==> config.mk <==
export PLATFORM = sky130hd
export DESIGN_NAME = tick_timer_scheduler
export DESIGN_NICKNAME = d
export VERILOG_FILES = /design/src/rtl/tick_timer_pkg.sv /design/src/rtl/tick_timer_scheduler_rr_arbiter.sv /design/src/rtl/tick_timer_scheduler.sv
export SDC_FILE = /design/constraint.sdc
export NUM_CORES = 1
export LEC_CHECK = 0
export CORE_ASPECT_RATIO = 0.9
export CORE_UTILIZATION = 50
export DETAILED_ROUTE_END_ITERATION = 10
export PLACE_DENSITY_LB_ADDON = 0.1
export SETUP_SLACK_MARGIN = 0.05
export SLEW_MARGIN = 10
export SYNTH_ARGS = -nofsm -noshare
export SYNTH_HDL_FRONTEND = slang
export SYNTH_SLANG_ARGS = --single-unit
==> constraint.sdc <==
create_clock -name clk -period 3.1 [get_ports clk]
set_input_delay 0.775 -clock clk [delete_from_list [all_inputs] [get_ports clk]]
set_output_delay 0.775 -clock clk [all_outputs]
set_load 0.02 [all_outputs]
==> src/rtl/tick_timer_pkg.sv <==
// Shared types and the round-robin pick helper for the tick timer scheduler.
package tick_timer_pkg;

  localparam int NCH_DEFAULT = 4;
  localparam int CW_DEFAULT  = 16;
  localparam int MAX_NCH     = 16;

  typedef logic [CW_DEFAULT-1:0] cnt_t;

  typedef struct packed {
    logic       valid;
    logic [3:0] idx;
  } pick_t;

  // First set bit of eligible at or after ptr, wrapping within the low n bits.
  function automatic pick_t rr_pick(input logic [MAX_NCH-1:0] eligible,
                                    input logic [3:0]         ptr,
                                    input int unsigned        n);
    pick_t       p;
    int unsigned j;
    p = '0;
    for (int unsigned k = 0; k < MAX_NCH; k++) begin
      if (k < n && !p.valid) begin
        j = (32'(ptr) + k) % n;
        if (eligible[j[3:0]]) begin
          p.valid = 1'b1;
          p.idx   = j[3:0];
        end
      end
    end
    return p;
  endfunction

endpackage

==> src/rtl/tick_timer_scheduler_rr_arbiter.sv <==
// Round-robin arbiter: combinational one-hot grant, pointer advances past each winner.
module rr_arbiter
  import tick_timer_pkg::*;
#(
  parameter int NCH = NCH_DEFAULT
) (
  input  logic           clk,
  input  logic           rst,
  input  logic [NCH-1:0] eligible,
  output logic [NCH-1:0] grant
);

  logic [3:0]         r_ptr;
  logic [MAX_NCH-1:0] w_elig;
  pick_t              w_pick;

  always_comb begin
    w_elig          = '0;
    w_elig[NCH-1:0] = eligible;
  end

  assign w_pick = rr_pick(w_elig, r_ptr, NCH);

  always_comb begin
    grant = '0;
    for (int i = 0; i < NCH; i++) begin
      grant[i] = w_pick.valid && (w_pick.idx == 4'(i));
    end
  end

  always_ff @(posedge clk or posedge rst) begin
    if (rst) begin
      r_ptr <= '0;
    end else if (w_pick.valid) begin
      r_ptr <= (w_pick.idx == 4'(NCH - 1)) ? 4'd0 : w_pick.idx + 4'd1;
    end
  end

endmodule

==> src/rtl/tick_timer_scheduler.sv <==
// Multi-channel countdown timers sharing one tick prescaler and a round-robin load port.
// Define PERIODIC_RELOAD_EN to make armed channels reload their duration on expiry.
module tick_timer_scheduler
  import tick_timer_pkg::*;
#(
  parameter int NCH = NCH_DEFAULT,
  parameter int DIV = 100000,
  parameter int CW  = CW_DEFAULT
) (
  input  logic              clk,
  input  logic              rst,
  input  logic              pause,
  input  logic [NCH-1:0]    req,
  input  logic [NCH*CW-1:0] dur,
  input  logic [NCH-1:0]    cancel,
  output logic [NCH-1:0]    ack,
  output logic [NCH-1:0]    busy,
  output logic [NCH-1:0]    expire,
  output logic              tick
);

  localparam int PW = $clog2(DIV);

  logic [PW-1:0]  r_pre;
  logic           w_wrap;
  logic [NCH-1:0] r_ack;
  logic [NCH-1:0] w_elig;
  logic [NCH-1:0] w_grant;

  assign w_wrap = (r_pre == PW'(DIV - 1));
  assign tick   = w_wrap && !pause;
  assign ack    = r_ack;

  always_ff @(posedge clk or posedge rst) begin
    if (rst) begin
      r_pre <= '0;
    end else if (!pause) begin
      r_pre <= w_wrap ? '0 : r_pre + PW'(1);
    end
  end

  // Handshake: a requester holds req (and a stable dur) until it sees ack, then drops req
  // that same cycle. ack is a one-cycle registered pulse; a channel whose ack is high, or
  // whose cancel is high, is not eligible, so a held req is never granted twice in a row.
  assign w_elig = req & ~r_ack & ~cancel;

  rr_arbiter #(.NCH(NCH)) u_arb (
    .clk      (clk),
    .rst      (rst),
    .eligible (w_elig),
    .grant    (w_grant)
  );

  always_ff @(posedge clk or posedge rst) begin
    if (rst) begin
      r_ack <= '0;
    end else begin
      r_ack <= w_grant;
    end
  end

  for (genvar gi = 0; gi < NCH; gi++) begin : g_ch
    logic [CW-1:0] r_cnt;
    logic          r_busy;
    logic          r_exp;
    logic [CW-1:0] w_dur;
`ifdef PERIODIC_RELOAD_EN
    logic [CW-1:0] r_reload;
`endif

    assign w_dur      = dur[gi*CW +: CW];
    assign busy[gi]   = r_busy;
    assign expire[gi] = r_exp;

    // Priority: a load beats a cancel-free tick, and cancel beats expiry.
    always_ff @(posedge clk or posedge rst) begin
      if (rst) begin
        r_cnt    <= '0;
        r_busy   <= 1'b0;
        r_exp    <= 1'b0;
`ifdef PERIODIC_RELOAD_EN
        r_reload <= '0;
`endif
      end else if (w_grant[gi]) begin
        r_cnt    <= w_dur;
        r_busy   <= (w_dur != '0);
        r_exp    <= (w_dur == '0);
`ifdef PERIODIC_RELOAD_EN
        r_reload <= w_dur;
`endif
      end else if (cancel[gi]) begin
        r_cnt  <= '0;
        r_busy <= 1'b0;
        r_exp  <= 1'b0;
      end else if (tick && r_busy) begin
        if (r_cnt > CW'(1)) begin
          r_cnt <= r_cnt - CW'(1);
          r_exp <= 1'b0;
        end else begin
          r_exp <= 1'b1;
`ifdef PERIODIC_RELOAD_EN
          r_cnt <= r_reload;
`else
          r_cnt  <= '0;
          r_busy <= 1'b0;
`endif
        end
      end else begin
        r_exp <= 1'b0;
      end
    end
  end

endmodule

==> flow_metrics.tcl <==
set metrics [dict create \
    num_rows 37 \
    synth_top_area_frac 0.3990 \
    cp_slowest_cell "or4_4" \
    power_density_mw_per_mm2 818.6 \
    vias 6269 \
    layout-drive-gt1-share 0.1497 \
    maxCapViolCount 0 \
    path_cells "dlygate4sd2_1 -> nor3b_4 -> a21o_1 -> a21oi_1 -> nor2_1 -> nor2_2 -> buf_4 -> ha_2 -> nand2_4 -> inv_2 -> or2_4 -> or4_4 -> o31ai_2" \
    grt_use_total 0.2948 \
    cts_tree "built" \
    ys_async_sr_fraction 1.000 \
    clock.fmax_mhz 335.5 \
    start_kind "input pin" \
    antenna_cells 0 \
    design.die.area_mm2 0.01236 \
    critical_path_class "in2reg" \
    ys_seq_elements 95 \
    dieWidth_um 117.1 \
    numCtsBuffers 9 \
    netlist_instances 701 \
    critical_path_peak_fanout 7 \
    cts.clk_slew.worst_paths_ns 0.06 \
    h-tree-depth 3 \
    grt_pass1_wl_um 28460 \
    gr-total-overflow 0 \
    clock_sinks 95 \
    final_nets 919 \
    setup-tns-final_ns 0 \
    status "finished, final reports clean" \
    post-place-ws_ns -0.6125 \
    clock_skew_ns 0.006532 \
    min_path_type "reg2reg" \
    core_area_mm2 0.01153 \
    routed_wl_um 17560 \
    tightest_slew_ns 0.9496 \
    grt_pass1_vias 5943 \
    drt_iter0_markers 719 \
    worstSkewPairLatency_ns 0.35 \
    syn_area_mm2 0.005958 \
    finalSetupViolations 0 \
    synth_edf_count 0 \
    fin_ws_ns 0.1190 \
    end_kind "flop" \
    yosys.area.top_type "dfrtp_1" \
    synth_area_per_cell_um2 8.500 \
    period_needed_ns 2.981 \
    fp.dieH_um 105.6 \
    yosys_warnings 0 \
    yosysSeqAreaShare 0.3990 \
    ios 88 \
    initial_utilization 0.5169 \
    syn_nets 789 \
    vdd_drop_max_mv 0.4367 \
    wl_per_cell_um 17.72 \
    leakagePower_nw 3.307 \
    hold_viol_final 0 \
    hold_ws_ns 0.4979 \
    hold_buffers 0 \
    postRouteAntennaNets 0 \
    viasPerCell 6.326 \
    ys_types 68 \
    cts-root-buf "clkbuf_16" \
    dp_cells 967 \
    stdcell_count 991 \
    dpl.hpwl_um 12430 \
    clk_path_buf_depth 2 \
    cpPeakStageDelay_ns 0.44 \
    gp_congestion 0.9697 \
    drt-pass1-iter-count 5 \
    yosys-top-cells-area "dfrtp_1, o21ai_0, nand2_1" \
    post-route-period-util 0.9616 \
    synth_ff_type "dfrtp_1" \
    drc 0 \
    numPortBuffers 87 \
    required_ns 3.36 \
    slew_headroom 0.3611 \
    worstPathArrival_ns 3.24 \
    area_delta_synth_final_pct 31.31 \
    grt_max_degree 96 \
    antenna_found_initial 0 \
    grt_setup_unrepaired "no" \
    maxSlewViolCount 0 \
]
-- placed cells by master (no fill, tap or decap), drive strengths merged, types with 4 or more instances in the layout --
master          n
xnor2           5
a21oi          28
o211ai          8
nand2          72
nand3          31
o2bb2ai         7
inv            20
a211oi          4
dfrtp          95
or3             6
dlygate4sd2     8
a21o            4
nand4b          7
o311ai          4
and3            6
a22o            9
o31ai           7
nand4          15
xor2            7
and2            5
nor3b           9
o21ai          73
clkbuf         15
a32oi          21
buf            67
mux2            4
nor3           38
nor4           31
ha             13
a22oi           7
clkdlybuf4s50  78
nor2           70
or4            13
-- where the power goes --
part	total (mW)	leakage (nW)	switching, mW	internal (mW)
combinational	3.22	1.92	1.84	1.38
clock	1.08	0.136	0.471	0.607
sequential	2.11	1.26	0.479	1.63
total	6.40	3.31	2.79	3.61
-- through the flow --
step,util,cell area [um^2],total power [mW]
finish,0.6787,7824,6.404
global route,0.6787,7824,6.839
CTS,0.6700,7724,6.245
detailed placement,0.6375,7348,5.061
global placement,0.6375,7348,4.952
floorplan,-,6010,4.013
-- routing by layer --
layer,up-vias,global-route usage,routed length (um)
met2,281,0.4476,8143
li1,2906,-,-
met1,3058,0.4101,7827
met4,0,0.09765,269
met3,24,0.07303,1316
met5,-,0,0
-- cells by family (layout without fill, tap and decap cells) --
logic type               after synthesis  count (layout)  synth area share
AND/OR/NAND/NOR                      326             326            0.2885
AO/OA/AOI/OAI                        193             193            0.2159
flip-flops                            95              95            0.3990
buffers and inverters                 56             190           0.04074
adder cells (fa/ha/maj)               13              13           0.02730
XOR/XNOR                              12              12           0.01764
multiplexers                           6               6           0.01092
-- synth_stat cells (8+ instances only) --
library cell and count:
ha_1 13, nor3b_1 9, nor4_1 29, buf_4 8, nand4_1 15, a32oi_1 21
o21ai_0 64, dfrtp_1 95, nor3_1 38, a21oi_1 28, or4_1 12, o21ai_1 9
o211ai_1 8, clkbuf_1 23, nor2_1 69, nand2_1 71, nand3_1 31, inv_1 16
a22o_1 9
-- registers in the layout, indices dropped and copies added, names as in the netlist --
name	count
g_ch.r_busy	4
g_ch.r_exp	4
ack	4
g_ch.r_cnt	64
r_pre	17
u_arb.r_ptr	2
-- worst max-delay path: cells and delay by family --
| family | cells | cell delay [ns] |
|---|---|---|
| AO/OA/AOI/OAI | 3 | 0.43 |
| buffers and inverters | 3 | 0.47 |
| AND/OR/NAND/NOR | 6 | 1.38 |
| adder cells (fa/ha/maj) | 1 | 0.19 |
-- path summary, 6_finish.rpt --
path                                   start                end  slack (ns)  cells past startpoint
max                                cancel[0]  g_ch[2].r_cnt[10]        0.12                     13
min                        g_ch[1].r_cnt[10]  g_ch[1].r_cnt[10]        0.50                      1
max reg2reg                           ack[0]  g_ch[2].r_cnt[10]        0.38                     12
min reg2reg                g_ch[1].r_cnt[10]  g_ch[1].r_cnt[10]        0.50                      1
max in group asynchronous                rst  g_ch[2].r_cnt[15]        1.80                      3
min in group asynchronous                rst  g_ch[0].r_cnt[13]        0.92                      3
-- timing repair --
| item | in CTS | in global routing |
|---|---|---|
| gates cloned | 0 | 0 |
| setup buffers | 5 | 5 |
| resized for setup | 30 | 19 |
| setup endpoints to repair | 54 | 43 |
| pin swaps | 15 | 14 |
-- layout make-up --
cell class | instances | area (um^2)
clock buffers | 15 | 277.8
fillers | 887 | 3704
inverters | 21 | 85.08
multi-input cells | 550 | 3482
flip-flops and latches | 95 | 2377
well taps | 156 | 195.2
repair buffers | 154 | 1406
Note: power is estimated with default switching activity, not from simulation.
